===== src/rtl/axi_write_arbiter.sv =====
// Round-robin arbiter that funnels single-beat writes from NUM_REQ requesters into one AXI write channel.
// Optional WAIT_B watchdog is compiled in with the macro AXI_WRITE_ARB_TIMEOUT_EN.

package core_config;
    localparam int unsigned ADDR_WIDTH     = 32;
    localparam int unsigned AXI_DATA_WIDTH = 32;
    localparam int unsigned WS             = AXI_DATA_WIDTH / 8;
endpackage

module axi_write_arbiter
    import core_config::*;
#(
    parameter int unsigned NUM_REQ        = 2,
    parameter int unsigned TIMEOUT_CYCLES = 1024
) (
    input  logic                              clk,
    input  logic                              rst,
    input  logic [NUM_REQ-1:0]                req_valid,
    input  logic [NUM_REQ-1:0]                req_uncached,
    input  logic [NUM_REQ*ADDR_WIDTH-1:0]     req_addr,
    input  logic [NUM_REQ*3-1:0]              req_size,
    input  logic [NUM_REQ*AXI_DATA_WIDTH-1:0] req_data,
    input  logic [NUM_REQ*WS-1:0]             req_wstrb,
    output logic [NUM_REQ-1:0]                req_ready,
    output logic [NUM_REQ-1:0]                req_done,
    output logic                              ch_new_request,
    output logic                              ch_uncached,
    output logic [ADDR_WIDTH-1:0]             ch_addr,
    output logic [2:0]                        ch_size,
    output logic [AXI_DATA_WIDTH-1:0]         ch_data,
    output logic [WS-1:0]                     ch_wstrb,
    input  logic                              ch_ready,
    input  logic                              ch_bvalid,
    output logic                              busy,
    output logic                              err_timeout
);

    localparam int unsigned IDX_W = $clog2(NUM_REQ);

    typedef enum logic [1:0] {
        IDLE   = 2'd0,
        ISSUE  = 2'd1,
        WAIT_B = 2'd2
    } state_t;

    state_t             state;
    state_t             state_nxt;
    logic               accept;
    logic               grant_any;
    logic [IDX_W-1:0]   grant_idx;
    logic [IDX_W-1:0]   cand;
    logic [IDX_W-1:0]   rr_ptr;
    logic [IDX_W-1:0]   owner;

    if (NUM_REQ < 2 || NUM_REQ > 8 || TIMEOUT_CYCLES < 1) begin : g_param_check
        $error("axi_write_arbiter: NUM_REQ must be 2..8 and TIMEOUT_CYCLES >= 1");
    end

    // Round-robin pick: scan downward so the lowest offset from rr_ptr wins.
    always_comb begin
        grant_any = 1'b0;
        grant_idx = '0;
        cand      = '0;
        for (int k = NUM_REQ - 1; k >= 0; k--) begin
            cand = IDX_W'((32'(rr_ptr) + 32'(k)) % NUM_REQ);
            if (req_valid[cand]) begin
                grant_any = 1'b1;
                grant_idx = cand;
            end
        end
    end

    always_ff @(posedge clk) begin
        if (rst) state <= IDLE;
        else     state <= state_nxt;
    end

    always_comb begin
        state_nxt = state;
        accept    = 1'b0;
        case (state)
            IDLE: begin
                if (ch_ready && grant_any) begin
                    accept    = 1'b1;
                    state_nxt = ISSUE;
                end
            end
            ISSUE:   state_nxt = WAIT_B;
            WAIT_B:  if (ch_bvalid) state_nxt = IDLE;
            default: state_nxt = IDLE;
        endcase
        req_ready = accept ? (NUM_REQ'(1) << grant_idx) : '0;
    end

    // Command latch, response pulse and round-robin pointer.
    always_ff @(posedge clk) begin
        if (rst) begin
            ch_new_request <= 1'b0;
            ch_uncached    <= 1'b0;
            ch_addr        <= '0;
            ch_size        <= '0;
            ch_data        <= '0;
            ch_wstrb       <= '0;
            req_done       <= '0;
            busy           <= 1'b0;
            owner          <= '0;
            rr_ptr         <= '0;
        end else begin
            ch_new_request <= accept;
            busy           <= (state_nxt != IDLE);
            req_done       <= '0;
            if (accept) begin
                owner       <= grant_idx;
                ch_uncached <= req_uncached[grant_idx];
                ch_addr     <= req_addr[32'(grant_idx)*ADDR_WIDTH +: ADDR_WIDTH];
                ch_size     <= req_size[32'(grant_idx)*3 +: 3];
                ch_data     <= req_data[32'(grant_idx)*AXI_DATA_WIDTH +: AXI_DATA_WIDTH];
                ch_wstrb    <= req_wstrb[32'(grant_idx)*WS +: WS];
            end
            if (state == WAIT_B && ch_bvalid) begin
                req_done <= NUM_REQ'(1) << owner;
                rr_ptr   <= (owner == IDX_W'(NUM_REQ - 1)) ? '0 : owner + IDX_W'(1);
            end
        end
    end

`ifdef AXI_WRITE_ARB_TIMEOUT_EN
    localparam int unsigned CNT_W = $clog2(TIMEOUT_CYCLES + 1);

    logic [CNT_W-1:0] wd_cnt;
    logic             err_q;

    // Watchdog restarts as WAIT_B is entered; the flag is sticky until reset.
    always_ff @(posedge clk) begin
        if (rst) begin
            wd_cnt <= '0;
            err_q  <= 1'b0;
        end else begin
            if (state == ISSUE) begin
                wd_cnt <= '0;
            end else if (state == WAIT_B && wd_cnt != CNT_W'(TIMEOUT_CYCLES)) begin
                wd_cnt <= wd_cnt + CNT_W'(1);
            end
            if (state == WAIT_B && wd_cnt == CNT_W'(TIMEOUT_CYCLES - 1)) begin
                err_q <= 1'b1;
            end
        end
    end

    assign err_timeout = err_q;
`else
    assign err_timeout = 1'b0;
`endif

endmodule


===== config.mk =====
export PLATFORM = sky130hd
export DESIGN_NAME = axi_write_arbiter
export DESIGN_NICKNAME = d
export VERILOG_FILES = /design/src/rtl/axi_write_arbiter.sv
export SDC_FILE = /design/constraint.sdc
export NUM_CORES = 1
export LEC_CHECK = 0
export BUFFER_PORTS_ARGS = -buffer_cell sky130_fd_sc_hd__buf_2
export CAP_MARGIN = 20
export CORE_MARGIN = 2
export CORE_UTILIZATION = 35
export DETAILED_ROUTE_END_ITERATION = 6
export MAX_ROUTING_LAYER = met4
export PLACE_DENSITY = 0.69
export REMOVE_ABC_BUFFERS = 1
export SYNTH_ARGS = -nofsm -noshare
export SYNTH_HDL_FRONTEND = slang
export SYNTH_SLANG_ARGS = --single-unit
export TNS_END_PERCENT = 1

===== constraint.sdc =====
create_clock -name clk -period 3.2 [get_ports clk]
set_input_delay 0.32 -clock clk [delete_from_list [all_inputs] [get_ports clk]]
set_output_delay 0.32 -clock clk [all_outputs]
set_load 0.01 [all_outputs]

==> Yosys cells after proc, flatten, opt, wreduce, memory -nomap -nowiden <==
Cells that the tools add are included.
{ "totals": {"register_bits": 80, "output_inout_bits": 79} }
{ "op_classes": {"addsub": 2, "multipliers": 1, "magnitude_cmp": 3, "n_eq_ne": 2, "n_shift": 6, "n_mux": 17, "n_bitwise": 1, "n_reduce_logical": 5} }
{ "op_table": {"columns": ["operator", "count"], "rows": [
  ["$shiftx A64 B7 Y32", 2],
  ["$mux W1", 13],
  ["$shiftx A8 B4 Y4", 1],
  ["$lt A1 B2 Y1 const B", 3],
  ["$mux W2", 3],
  ["$pmux W2 S3", 1],
  ["$shiftx A6 B4 Y3", 1],
  ["$shl A1 B1 Y2 const A", 2],
  ["$mul A1 B2 Y3 const B", 1],
  ["$add A1 B1 Y1 const B", 2],
  ["$eq A2 B1 Y1 const B", 1],
  ["$eq A2 B2 Y1 const B", 1],
  ["$logic_and A1 B1 Y1", 2],
  ["$logic_not A2 Y1", 1],
  ["$reduce_bool A2 Y1", 1],
  ["$reduce_or A2 Y1", 1],
  ["$not A1 Y1", 1]
]} }

==> Longest topological paths before layout <==
Gate-level depths: netlist (run 1).
{ "logic_depth": {"word_depth": 9, "ltp_mapped": 6} }

==> Least setup slack after synthesis (run 1) <==
No wires, ideal clock.
{ "synth_path": {"kind": "register to register", "from": "reg state[0]", "to": "reg ch_addr[10]", "setup_time_ns": 0.059, "arrival_time_ns": 1.483, "path_slack_ns": 1.658, "path_stages_with_launch": 7, "path_buffers": 3, "synth_period_minus_slack_ns": 1.542, "path_cell_list": "dfxtp_1 > buf_6 > or4b_1 > buf_6 > buf_6 > nor3_1 > a221o_1"} }
{ "synth_via": {"elab_chain_len": 2} }
{ "synth_lines": {"columns": ["element", "line_no", "rtl"], "rows": [
  ["start, declared", "46", "state_t state;"],
  ["start signal, assigned", "75", "else state <= state_nxt;"],
  ["$logic_not A2 Y1", "81", "case (state)"],
  ["$mux W1", "81", null],
  ["end signal, assigned", "115", "ch_addr <= req_addr[32'(grant_idx)*ADDR_WIDTH +: ADDR_WIDTH];"],
  ["end, declared", "28", "output logic [ADDR_WIDTH-1:0] ch_addr,"]
]} }
No other way between the ends.
A chain may end at the register's enable or synchronous reset.

==> Final worst setup path (run 1) <==
{ "layout_path": {"from": "reg state[0]", "to": "reg ch_addr[18]"} }
Same word-level chain as after synthesis.

==> impl_metrics.ini, run 1 <==
[worst_setup_path]
path_max_fanout = 41
path_class = reg2reg
r2r_start = state[0]
critPathRequiredTime_ns = 3.48
startpoint_type = flip-flop
ff2ff_path_depth = 4
reg2reg_slack_ns = 1.05
critPathArrivalTime_ns = 2.42
cp-end-kind = flip-flop
r2r_end = ch_addr[18]

[final_layout]
multiInputGateArea_um2 = 1582
layout-drive-gt1-share = 0.4613
final_util = 0.4927
final_common_cell = buf_2
final_cell_mix = buf_2, dfxtp_1, nand2_1, a221o_1, nor3_1
fin_area_um2 = 4750
fillCellCount = 966
nNetsFinal = 713
regArea_um2 = 1602
fin_cells = 702
area.growth.synth_to_final_pct = 39.15

[run]
drv_cap = 0

[logic_synthesis]
async_reset_ff_frac = 0
synth_seq_cells = 80
netlist_area_um2 = 3413
syn_inst = 363
synth-seq-area-share = 0.4692
ys.flop_type = dfxtp_1
synth-edff-count = 0
syn_avg_cell_area_um2 = 9.403
yosysUniqueCellTypes = 28
yosys_warnings = 0

[power]
total_power_mw = 2.262
combinationalPowerShare = 0.172
power_density_nw_per_um2 = 476.3
ir_worst_vdd_mv = 0.2724
p_seq_frac = 0.489
p_int_mw = 1.653
p_switching_mw = 0.6089
p_clk_frac = 0.339
power_leakage_nw = 2.306
p_sw_frac = 0.2692

[detailed_routing]
ant_nets = 0
first_pass_iters = 4
wl_per_cell_um = 15.60
avgViaCountPerCell = 5.209
wl_mm = 10.95
vias = 3657
remaining_drc_errors = 0
drt_first_iter_violations = 176

[timing]
finalSetupViolations = 0
max_clock_freq_ghz = 0.4657
drv_slew = 0
setup-tns-final_ns = 0
timing_hold_violations_final = 0
slew_headroom = 0.4193
period_share = 0.6710
whs_ns = 0.1918
worst_pin_slew_ns = 0.8710
clock-skew-final_ns = 0.01245
fin_crit_ns = 2.147
rsz0062_at_grt = false
fin_ws_ns = 1.053

[floorplan]
coreArea_um2 = 9639
chipWidth_um = 102.8
initial_core_util = 0.3541
fp.dieH_um = 102.8
rows = 36
pin_count = 229
dieArea_um2 = 10560

[placement]
portBuffers = 227
dpl_cell_area_um2 = 4541
place_ws_ns = 1.064
hpwl_mm = 7.408
placed_cells = 685
place_congestion = 0.7949

[min_path]
hold_path_class = in2reg
hold_path_depth = 2
hold_end = ch_addr[17]
hold_start = req_addr[49]

[global_route]
grt_max_degree = 73
grt_pass1_wl_mm = 15.94
grt_usage = 0.1964
grt_pass1_vias = 3329
grt_overflow = 0
antenna_found_initial = 1

[clock_network]
hold_buffers = 0
tritoncts = built
cts_resized = 0
h-tree-depth = 3
cts_inserted_buffers = 9
post_cts_buffers = 0
cts_max_path_buffers = 2
root_buffer = clkbuf_8
clkTransAtPathRegs_ns = 0.09
cts_sinks = 80
clk_latency_ns = 0.35

[status]
status = finished, final reports clean
-- worst max-delay path: stages, from the launching register on --
cell     delay, ns
dfxtp_1       0.39
nor3b_2       0.40
and4b_2       0.77
buf_12        0.30
a221o_1       0.19
-- final cells by class --
type | instances | area share
antenna | 1 | 0.0005269
clock buffer | 11 | 0.03188
clock inverter | 5 | 0.01159
multi-input combinational | 241 | 0.3330
sequential | 80 | 0.3372
tap | 133 | 0.03504
timing repair buffer | 231 | 0.2508
-- Yosys cell counts, types with 2 or more instances --
master     n  area, µm²
nor3_1    61      305.3
a221o_1   72      720.7
nor2_1     6      22.52
buf_2     12      60.06
nor4b_1    2      17.52
buf_1      4      15.01
buf_6      9      101.4
dfxtp_1   80       1602
clkbuf_1  16      60.06
nand2_1   73      274.0
a21oi_1    2      10.01
nor3_2    10      100.1
-- power groups by stage --
stage | Sequential [mW] | Combinational [mW] | Clock, mW
detailed placement | 1.13 | 0.392 | 0
global placement | 1.13 | 0.385 | 0
floorplan | 1.16 | 0.140 | 0
CTS | 1.11 | 0.393 | 0.797
finish | 1.11 | 0.389 | 0.767
global route | 1.11 | 0.426 | 0.845
-- registers in the layout, summed over array words and instances (netlist names) --
signal,cells
busy,1
ch_addr,32
ch_data,32
ch_new_request,1
ch_size,3
ch_uncached,1
ch_wstrb,4
owner,1
req_done,2
rr_ptr,1
state,2
-- metal layers --
layer	share of wire	GRT usage
met5	0	-
met4	0.014	0.08300
met3	0.076	0.04000
met2	0.48	0.3047
met1	0.43	0.2496
-- worst max-delay path by stage --
stage | slack [ns] | cells past startpoint | endpoint | startpoint
5_1_grt | 0.93 | 4 | req_ready[0] | rr_ptr
2_1_floorplan | 0.74 | 3 | ch_addr[0] | state[0]
3_3_place_gp | 1.16 | 5 | ch_data[12] | ch_ready
3_5_place_dp | 1.06 | 5 | ch_data[4] | ch_ready
6_report | 1.05 | 4 | ch_addr[18] | state[0]
4_1_cts | 1.03 | 4 | req_ready[0] | rr_ptr
-- cells by family (layout without fill, tap and decap cells) --
group                  count (synthesis)  after routing  share of synthesized area
AO/OA/AOI/OAI                         77             77                     0.2207
other                                  1              2                   0.001099
AND/OR/NAND/NOR                      162            162                     0.2346
multiplexers                           1              1                   0.002933
buffers and inverters                 42            247                    0.07148
flip-flops                            80             80                     0.4692
Note: power is estimated with default switching activity, not from simulation.
==> run 2, diff against run 1 <==
==> constraint.sdc (replaced) <==
create_clock -name clk -period 2.1 [get_ports clk]
set_input_delay 0.21 -clock clk [delete_from_list [all_inputs] [get_ports clk]]
set_output_delay 0.21 -clock clk [all_outputs]
set_load 0.01 [all_outputs]
==> impl_metrics.ini, run 2 (synthesis results as in run 1) <==
[status]
status = finished, final reports clean

[power]
p_clk_frac = 0.372
p_switching_mw = 0.9322
ir_worst_vdd_mv = 0.3515
p_seq_frac = 0.463
power_leakage_nw = 2.339
p_sw_frac = 0.2567
power_density_nw_per_um2 = 756.5
p_int_mw = 2.700
combinationalPowerShare = 0.164

[detailed_routing]
drt_first_iter_violations = 162
ant_nets = 0
first_pass_iters = 4
wl_mm = 10.83
vias = 3664
wl_per_cell_um = 15.36
avgViaCountPerCell = 5.197
remaining_drc_errors = 0

[final_layout]
layout-drive-gt1-share = 0.4623
nNetsFinal = 716
fin_cells = 705
final_cell_mix = buf_2, dfxtp_1, nand2_1, a221o_1, nor3_1
area.growth.synth_to_final_pct = 40.65
top_regs = ch_addr (32), ch_data (32), ch_wstrb (4)
final_common_cell = buf_2
fillCellCount = 973
final_util = 0.4981

[clock_network]
cts_inserted_buffers = 9
hold_buffers = 0
root_buffer = clkbuf_8
post_cts_buffers = 0
tritoncts = built
cts_resized = 0
h-tree-depth = 3
cts_sinks = 80
cts_max_path_buffers = 2
clkTransAtPathRegs_ns = 0.09
clk_latency_ns = 0.35

[timing]
clock-skew-final_ns = 0.007239
timing_hold_violations_final = 0
fin_crit_ns = 1.875
rsz0062_at_grt = false
drv_slew = 0
max_clock_freq_ghz = 0.5334
period_share = 0.8928
slew_headroom = 0.4357
worst_pin_slew_ns = 0.8465
finalSetupViolations = 0

[worst_setup_path]
startpoint_type = flip-flop
cp-end-kind = flip-flop
path_max_fanout = 71
path_class = reg2reg
critPathRequiredTime_ns = 2.39
critPathArrivalTime_ns = 2.16

[global_route]
antenna_found_initial = 1
grt_pass1_wl_mm = 16.09
grt_overflow = 0
use_met3 = 0.04271
grt_pass1_vias = 3359
grt_usage = 0.1969
gr-max-usage-layer = met2
met2_usage = 0.3258
use_met1 = 0.2343
grt_max_degree = 73

[floorplan]
pin_count = 229
rows = 36
chipWidth_um = 102.8
fp.dieH_um = 102.8
dieArea_um2 = 10560
initial_core_util = 0.3541
coreArea_um2 = 9639

[run]
drv_cap = 0

[placement]
portBuffers = 227
hpwl_mm = 7.276
place_congestion = 0.8078
placed_cells = 688

[min_path]
hold_path_class = in2reg
## run 2: power groups by stage
stage / Sequential, mW / Clock, mW / Combinational [mW]
2_1_floorplan: 1.76 / 0 / 0.213
3_3_place_gp: 1.71 / 0 / 0.592
3_5_place_dp: 1.72 / 0 / 0.601
4_1_cts: 1.68 / 1.39 / 0.603
5_1_grt: 1.70 / 1.45 / 0.655
6_report: 1.68 / 1.35 / 0.597
## run 2: path summary, 6_finish.rpt
check | startpoint | to | slack, ns | cells after the start
max reg2reg | state[0] | ch_addr[27] | 0.23 | 3
min reg2reg | ch_addr[19] | ch_addr[19] | 0.48 | 1
min | req_data[41] | ch_data[9] | 0.08 | 2
max | state[0] | ch_addr[27] | 0.23 | 3
## run 2: cell type report
cell class,instances,area [µm²],share of cell area
flip-flops and latches,80,1602,0.3336
multi-input cells,241,1582,0.3294
repair buffers,234,1214,0.2528
well taps,133,166.4,0.03466
clock buffers,10,127.6,0.02658
clock inverters,6,107.6,0.02241
diodes,1,2.502,0.0005212
## run 2: critical path: stages, from the launching register on
cell	delay, ns
dfxtp_1	0.39
or4b_4	0.90
nor3_1	0.31
a221o_1	0.16
## run 2: routing by layer
layer  share of wire  vias to the layer above
li1                -                     1774
met1            0.43                     1710
met2            0.47                      161
met3           0.081                       19
met4           0.016                        0
met5               0                        -
## run 2: metrics by stage
step                      cell area (µm²)  power [mW]  setup WS (ns)  hold WS, ns  setup TNS (ns)
after CTS                            4798       3.671         0.2569      0.06312               0
after floorplan                      3169       1.975        -0.3630       0.2791          -26.26
after global routing                 4801       3.800         0.1003      0.06738               0
final                                4801       3.632         0.2251      0.07848               0
after detailed placement             4563       2.317         0.2762       0.4388               0
after global placement               4563       2.306         0.3291       0.4327               0
